===== src/rtl/div_arbiter.sv =====
// Shares one sequential divider among three requesters (speed, avg speed, distance).
// Round-robin scheduling over operand snapshots; one divide in flight at a time.
module div_arbiter #(
  parameter int DIVIDEND_WIDTH = 20,
  parameter int DIVISOR_WIDTH  = 14,
  parameter int QUOTIENT_WIDTH = 10,
  parameter int TIMEOUT_CYCLES = 64
) (
  input  logic                      clock,
  input  logic                      reset,
  input  logic [2:0]                req,
  input  logic [DIVIDEND_WIDTH-1:0] dividend0,
  input  logic [DIVIDEND_WIDTH-1:0] dividend1,
  input  logic [DIVIDEND_WIDTH-1:0] dividend2,
  input  logic [DIVISOR_WIDTH-1:0]  divisor0,
  input  logic [DIVISOR_WIDTH-1:0]  divisor1,
  input  logic [DIVISOR_WIDTH-1:0]  divisor2,
  output logic                      div_start,
  output logic [DIVIDEND_WIDTH-1:0] div_dividend,
  output logic [DIVISOR_WIDTH-1:0]  div_divisor,
  input  logic                      div_valid,
  input  logic [QUOTIENT_WIDTH-1:0] div_quotient,
  output logic [QUOTIENT_WIDTH-1:0] quotient,
  output logic [2:0]                valid,
  output logic [1:0]                grant,
  output logic                      busy,
  output logic                      err_timeout
);

  // state | meaning
  // IDLE  | waiting for a pending request; arbitrates round-robin from rr
  // ISSUE | one-cycle divider start pulse
  // WAIT  | waiting for div_valid, bounded by the timeout counter
  // DONE  | one-cycle one-hot valid to the owner

  typedef enum logic [1:0] {
    S_IDLE  = 2'd0,
    S_ISSUE = 2'd1,
    S_WAIT  = 2'd2,
    S_DONE  = 2'd3
  } state_t;

  localparam int CW = (TIMEOUT_CYCLES > 2) ? $clog2(TIMEOUT_CYCLES) : 1;
  localparam logic [CW-1:0] CNT_LAST = CW'(TIMEOUT_CYCLES - 1);

  state_t state_q, state_d;

  logic [2:0]                pending_q;
  logic [1:0]                rr_q;
  logic [CW-1:0]             cnt_q;
  logic [1:0]                grant_q;
  logic [DIVIDEND_WIDTH-1:0] dividend_q;
  logic [DIVISOR_WIDTH-1:0]  divisor_q;
  logic [QUOTIENT_WIDTH-1:0] result_q;

  logic [DIVIDEND_WIDTH-1:0] snap_dvd_q [3];
  logic [DIVISOR_WIDTH-1:0]  snap_dvs_q [3];

  logic                      pick_found;
  logic [1:0]                pick_idx;
  logic [1:0]                cand0, cand1, cand2;
  logic [DIVIDEND_WIDTH-1:0] sel_dvd;
  logic [DIVISOR_WIDTH-1:0]  sel_dvs;
  logic                      take;
  logic                      zero_div;
  logic                      timeout_hit;
  logic [2:0]                clr_mask;

  function automatic logic [1:0] inc3(input logic [1:0] p);
    return (p == 2'd2) ? 2'd0 : p + 2'd1;
  endfunction

  // Snapshots: newest operands overwrite, no queueing per requester.
  always_ff @(posedge clock or negedge reset) begin
    if (!reset) begin
      for (int i = 0; i < 3; i++) begin
        snap_dvd_q[i] <= '0;
        snap_dvs_q[i] <= '0;
      end
    end else begin
      if (req[0]) begin
        snap_dvd_q[0] <= dividend0;
        snap_dvs_q[0] <= divisor0;
      end
      if (req[1]) begin
        snap_dvd_q[1] <= dividend1;
        snap_dvs_q[1] <= divisor1;
      end
      if (req[2]) begin
        snap_dvd_q[2] <= dividend2;
        snap_dvs_q[2] <= divisor2;
      end
    end
  end

  assign cand0 = rr_q;
  assign cand1 = inc3(cand0);
  assign cand2 = inc3(cand1);

  always_comb begin
    pick_found = 1'b0;
    pick_idx   = rr_q;
    if (pending_q[cand0]) begin
      pick_found = 1'b1;
      pick_idx   = cand0;
    end else if (pending_q[cand1]) begin
      pick_found = 1'b1;
      pick_idx   = cand1;
    end else if (pending_q[cand2]) begin
      pick_found = 1'b1;
      pick_idx   = cand2;
    end
  end

  always_comb begin
    sel_dvd = snap_dvd_q[2];
    sel_dvs = snap_dvs_q[2];
    case (pick_idx)
      2'd0: begin
        sel_dvd = snap_dvd_q[0];
        sel_dvs = snap_dvs_q[0];
      end
      2'd1: begin
        sel_dvd = snap_dvd_q[1];
        sel_dvs = snap_dvs_q[1];
      end
      default: begin
        sel_dvd = snap_dvd_q[2];
        sel_dvs = snap_dvs_q[2];
      end
    endcase
  end

  always_comb begin
    state_d     = state_q;
    take        = 1'b0;
    zero_div    = 1'b0;
    timeout_hit = 1'b0;
    case (state_q)
      S_IDLE: begin
        if (pick_found) begin
          take = 1'b1;
          if (sel_dvs == '0) begin
            zero_div = 1'b1;
            state_d  = S_DONE;
          end else begin
            state_d = S_ISSUE;
          end
        end
      end
      S_ISSUE: state_d = S_WAIT;
      S_WAIT: begin
        if (div_valid) begin
          state_d = S_DONE;
        end else if (cnt_q == CNT_LAST) begin
          timeout_hit = 1'b1;
          state_d     = S_IDLE;
        end
      end
      S_DONE:  state_d = S_IDLE;
      default: state_d = S_IDLE;
    endcase
  end

  // A same-cycle req for the winner re-sets its pending bit after the clear.
  assign clr_mask = take ? (3'b001 << pick_idx) : 3'b000;

  always_ff @(posedge clock or negedge reset) begin
    if (!reset) begin
      state_q    <= S_IDLE;
      pending_q  <= '0;
      rr_q       <= '0;
      cnt_q      <= '0;
      grant_q    <= '0;
      dividend_q <= '0;
      divisor_q  <= '0;
      result_q   <= '0;
    end else begin
      state_q   <= state_d;
      pending_q <= (pending_q & ~clr_mask) | req;
      if (take) begin
        grant_q    <= pick_idx;
        dividend_q <= sel_dvd;
        divisor_q  <= sel_dvs;
        rr_q       <= inc3(pick_idx);
      end
      if (zero_div) result_q <= '1;
      if (state_q == S_ISSUE) begin
        cnt_q <= '0;
      end else if (state_q == S_WAIT) begin
        if (div_valid) result_q <= div_quotient;
        else           cnt_q    <= cnt_q + CW'(1);
      end
    end
  end

  assign div_start    = (state_q == S_ISSUE);
  assign div_dividend = dividend_q;
  assign div_divisor  = divisor_q;
  assign quotient     = result_q;
  assign valid        = (state_q == S_DONE) ? (3'b001 << grant_q) : 3'b000;
  assign grant        = grant_q;
  assign busy         = (state_q != S_IDLE);
  assign err_timeout  = timeout_hit;

endmodule


===== config.mk =====
export PLATFORM = sky130hd
export DESIGN_NAME = div_arbiter
export DESIGN_NICKNAME = d
export VERILOG_FILES = /design/src/rtl/div_arbiter.sv
export SDC_FILE = /design/constraint.sdc
export NUM_CORES = 1
export LEC_CHECK = 0
export ABC_AREA = 1
export CAP_MARGIN = 15
export CORE_AREA = 4 4 125 127
export CTS_CLUSTER_SIZE = 25
export DETAILED_ROUTE_END_ITERATION = 6
export DIE_AREA = 0 0 129 131
export PLACE_DENSITY_LB_ADDON = 0.12
export REMOVE_ABC_BUFFERS = 1
export SYNTH_ARGS = -nofsm -noshare
export SYNTH_HDL_FRONTEND = slang
export SYNTH_SLANG_ARGS = --single-unit

===== constraint.sdc =====
create_clock -name clock -period 2.4 [get_ports clock]
set_input_delay 0.72 -clock clock [delete_from_list [all_inputs] [get_ports clock]]
set_output_delay 0.72 -clock clock [all_outputs]
set_load 0.02 [all_outputs]

# Word level (Yosys, flattened, before mapping)
# Cells that the tools add are included.
# classes
n_mul,0
n_div,0
n_eq_ne,11
n_addsub,4
reduce_logical,7
order_cmp,3
bitwise,3
n_mux,39
n_shift,2
# op_table
op,count
two-way mux 10 bit,4
case mux 20 bit (2 select lines),1
case mux 14 bit (2 select lines),1
two-way mux 2 bit,10
two-way mux 6 bit,3
logical NOT 14 bit,1
two-way mux 1 bit,14
== test 2 bit (second input constant),5
< comparator 2 x 3 -> 1 bit (second input constant),3
case mux 2 bit (4 select lines),1
adder 2 x 1 -> 2 bit (second input constant),3
adder 6 x 1 -> 6 bit (second input constant),1
binary-select mux 1 bit (select 2 bit),3
== test 6 bit (second input constant),1
two-way mux 3 bit,2
left shift 1 x 2 -> 3 bit (first input constant),2
== test 2 x 1 -> 1 bit (second input constant),2
logical NOT 2 bit,2
inequality test 2 bit (second input constant),2
AND reduction 2 bit,2
nonzero test 2 bit,2
bitwise AND 3 bit,1
inequality test 3 bit (second input constant),1
NOT 3 bit,1
OR 3 bit,1
# totals
wordCells,83
output_inout_bits,52
mem_bits_rw,0
mem_bits_ro,0
latch_bits,0
mem_count,0
in_bits,118
regBits,161

# Logic depth before layout (Yosys ltp)
# logic_depth
ltp_word,19
ltp_mapped,19
depth_no_buf,18

# Worst setup path after synthesis
# No wires, ideal clock.
# synth_path
path_type,reg2reg
startpoint,"reg rr_q[1], in the netlist cand0[1]"
endpoint,"reg result_q[0], in the netlist quotient[0]"
arrival_ns,2.000
path_slack_ns,0.327
t_required_ns,2.327
stages_incl_launch_ff,17
cell_sequence,dfrtp_1 > inv_1 > nand3_2 > nand3_2 > nand2_1 > o21ai_1 > nand2_1 > nand2_4 > nor2_2 > buf_6 > nand2_1 > nand3_1 > nor2_1 > nand2_1 > nor2_2 > nand3_4 > a21oi_2
# synth_between
elab_chain_len,19
# synth_rtl
item,line,text
start: declaration,49,logic [1:0] rr_q;
start signal: assignment,185,rr_q <= inc3(pick_idx);
adder 2 x 1 -> 2 bit / == test 2 bit (equally long branches),70,return (p == 2'd2) ? 2'd0 : p + 2'd1;
two-way mux 2 bit,70,
adder 2 x 1 -> 2 bit / == test 2 bit (equally long branches),70,
two-way mux 2 bit,70,
binary-select mux 1 bit (select 2 bit),109,end else if (pending_q[cand2]) begin
two-way mux 1 bit (not written as such),109,
two-way mux 2 bit,109,
two-way mux 2 bit,106,end else if (pending_q[cand1]) begin
(+3 left out),--,
logical NOT 14 bit,143,if (sel_dvs == '0) begin
two-way mux 1 bit,143,
two-way mux 1 bit (*),141,if (pick_found) begin
two-way mux 1 bit (*),139,case (state_q)
two-way mux 10 bit (*),187,if (zero_div) result_q <= '1;
two-way mux 10 bit,191,if (div_valid) result_q <= div_quotient;
two-way mux 10 bit,190,end else if (state_q == S_WAIT) begin
two-way mux 10 bit (*),188,if (state_q == S_ISSUE) begin
end signal: assignment,191,
end: declaration,54,logic [QUOTIENT_WIDTH-1:0] result_q;
# Mark *: on every way between the ends. The rest lies on a longest branch, timed or not. The select of a mux whose other input is x is not followed.
# A chain may end at the register's enable or synchronous reset.

# Worst setup path in the final report
# layout_path
startpoint,"reg rr_q[1], in the netlist cand0[1]"
endpoint,"reg result_q[4], in the netlist quotient[4]"
# Same word-level chain as after synthesis.

==> results <==
[state kept, by name, indices dropped and copies added (netlist names)]
register and count:
cand0 2, grant 2, snap_dvs_q 42, quotient 10, div_dividend 20, cnt_q 6, pending_q 3, snap_dvd_q 60
div_divisor 14, state_q 2
[worst min-delay path by stage]
stage	end	depth (start not counted)
6_report	snap_dvd_q[25]	1
5_1_grt	snap_dvd_q[25]	1
4_1_cts	div_dividend[3]	1
3_5_place_dp	div_divisor[2]	2
3_3_place_gp	div_divisor[2]	2
2_1_floorplan	cand0[0]	0
[where the power goes]
group	switching, mW	internal (mW)	leakage [nW]	total [mW]
combinational	4.37	3.21	2.60	7.59
clock	1.05	1.64	0.286	2.69
sequential	0.405	3.37	1.91	3.78
total	5.83	8.23	4.80	14.1
[placed cells by master (no fill, tap or decap), types with 3 or more instances in the layout]
master / count
o22ai_1: 35
a21oi_1: 10
nor3_1: 5
mux2_2: 43
nor2_2: 5
buf_2: 4
ha_1: 6
nand2_1: 147
buf_6: 3
clkbuf_16: 18
dfrtp_1: 159
buf_12: 9
inv_2: 4
buf_4: 28
nand3_2: 14
clkdlybuf4s50_1: 159
inv_1: 115
nor2_1: 22
nor2_4: 7
a21oi_2: 10
clkbuf_8: 4
nand3_4: 4
o21bai_1: 4
clkbuf_1: 3
nand2_2: 13
nand3_1: 18
o21ai_0: 88
nand2_4: 6
dlygate4sd2_1: 5
[kinds of logic after synthesis]
kind of cell	share of synthesized area, %
simple gates	14.7
flops	56.3
buf+inv	8.58
compound gates	12.5
mux	6.76
fa+ha+maj	1.05
xor+xnor	0.122
[worst max-delay path, stage by stage (launching register included)]
cell,delay [ps]
dfrtp_2,460
inv_4,120
nand3_1,110
nand3b_1,140
nand2_1,90
nand2_2,70
nand2_2,60
nand2_4,120
nor2_4,90
buf_12,140
nand2_4,60
nand3_2,100
nor2_4,130
nand2_2,80
nor2_4,210
nand3_4,150
a21oi_2,150
[final cells by class]
| class | count | area, µm² |
|---|---|---|
| clock inverters | 8 | 103 |
| inverters | 120 | 453 |
| well taps | 184 | 230 |
| fillers | 1096 | 4270 |
| flip-flops and latches | 161 | 4030 |
| multi-input cells | 452 | 2740 |
| repair buffers | 209 | 2100 |
| clock buffers | 24 | 492 |
[routing by layer]
layer  vias to the layer above  GRT usage [%]  routed length, µm  share of wire, %
met5                         -              0                  0                 0
met1                      2998           29.5               8070                41
met4                         0           7.47                277               1.4
met2                       197           38.9              10000                51
li1                       2868              -                  -                 -
met3                        29           5.45               1110               5.7
[stage by stage]
| step | hold WS (ps) | total power [mW] |
|---|---|---|
| 5_1_grt | 293 | 14.9 |
| 3_3_place_gp | 469 | 9.90 |
| 2_1_floorplan | 424 | 7.24 |
| 6_report | 265 | 14.1 |
| 3_5_place_dp | 468 | 10.1 |
| 4_1_cts | 268 | 13.0 |
[what timing repair did]
| item | 4_1_cts | 5_1_grt |
|---|---|---|
| cloned | 1 | 1 |
| resized for setup | 21 | 48 |
| pin swaps | 3 | 22 |
| endpoints found under the setup margin | 19 | 17 |
| buffers inserted | 1 | 11 |
==> flow_metrics.tcl <==
set metrics [dict create \
    dr.first_iter.drc_count 482 \
    netlist.area_leader.share_pct 56.3 \
    fin_ws_ps 36.0 \
    cts_hold_buf 0 \
    clock_skew_ps 8.27 \
    die_y_um 131 \
    numCtsBuffers 17 \
    grt_overflow 0 \
    path_clk_slew_ps 60 \
    antenna_found_initial 0 \
    yosysTopAreaCell "dfrtp_1" \
    diodes 0 \
    fin_cells 1158 \
    r2r-end "quotient[4]" \
    place.gp.congestion 0.845 \
    post_synth_num_cell_types 34 \
    grt_pass1_vias 6228 \
    grt_pass1_wl_um 30300 \
    relSlewSlack_pct 63.5 \
    place_hpwl_um 13300 \
    dpl.cell_count 1113 \
    detail-route-antenna-nets 0 \
    crit_start "cand0[1]" \
    leakagePower_nw 4.80 \
    num_rows 44 \
    synth_common_cells "161 x dfrtp_1, 161 x nand2_1, 118 x inv_1" \
    initial_core_util_pct 49.7 \
    final.min_clock_period_ps 2360 \
    dieWidth_um 129 \
    fin_nets 1085 \
    ys_seq_area_share_pct 56.3 \
    io_buffers 169 \
    h-tree-depth 4 \
    post_dp_cell_area_um2 9220 \
    hold_viol_final 0 \
    grt.total_usage_pct 23.1 \
    crit_fanout 6 \
    rr_worst_depth 16 \
    status "finished, final reports clean" \
    cts_root_buffer "clkbuf_16" \
    dr.pass1.iters 4 \
    viasPerCell 5.26 \
    fin_util_pct 70.4 \
    ir_drop_mv 0.754 \
    core_area_um2 14400 \
    drcViolationCount 0 \
    tightest_slew_ps 548 \
    synth_edf_count 0 \
    netlist_instances 770 \
    worstPathArrival_ps 2710 \
    cts_tree "yes" \
    finalInstanceArea_um2 10200 \
    yosys_warnings 0 \
    syn_avg_cell_area_um2 9.30 \
    power_density_nw_per_um2 1380 \
    die_area_um2 16900 \
    cap_violations 0 \
    slew_viol_final 0 \
    critPathKind "reg -> reg" \
    layout-drive-gt1-share_pct 19.4 \
    cp.required_ps 2750 \
    critPathCapture "quotient[4]" \
    holdCritPathClass "in -> async" \
    ys_ff_latch 161 \
    r2r_slack_ps 40 \
    syn2layout_area_growth_pct 41.8 \
    syn-cell-area_um2 7160 \
    ys_top_cells_by_area "dfrtp_1 56%, nand2_1 8.4%, mux2_2 6.8%" \
    finalSetupViolCount 0 \
    final.period_utilization_pct 98.5 \
    totalWireLength_um 19500 \
    startpoint_type "register" \
    grt_max_degree 55 \
    synth_ff_type "dfrtp_1" \
    synthArstFlopShare_pct 100 \
    place_ws_ps -399 \
    max_freq_mhz 423 \
    critical_path.endpoint_type "register" \
    cts.sinks 161 \
    clock_path_buffers 2 \
    io_pins 170 \
    timing.rr.start "cand0[1]" \
    clk_latency_ps 420 \
    tns_ps 0 \
    rsz0062_at_grt "true" \
    vias 6092 \
    wl_per_cell_um 16.8 \
]
(Power assumes the default switching activity.)
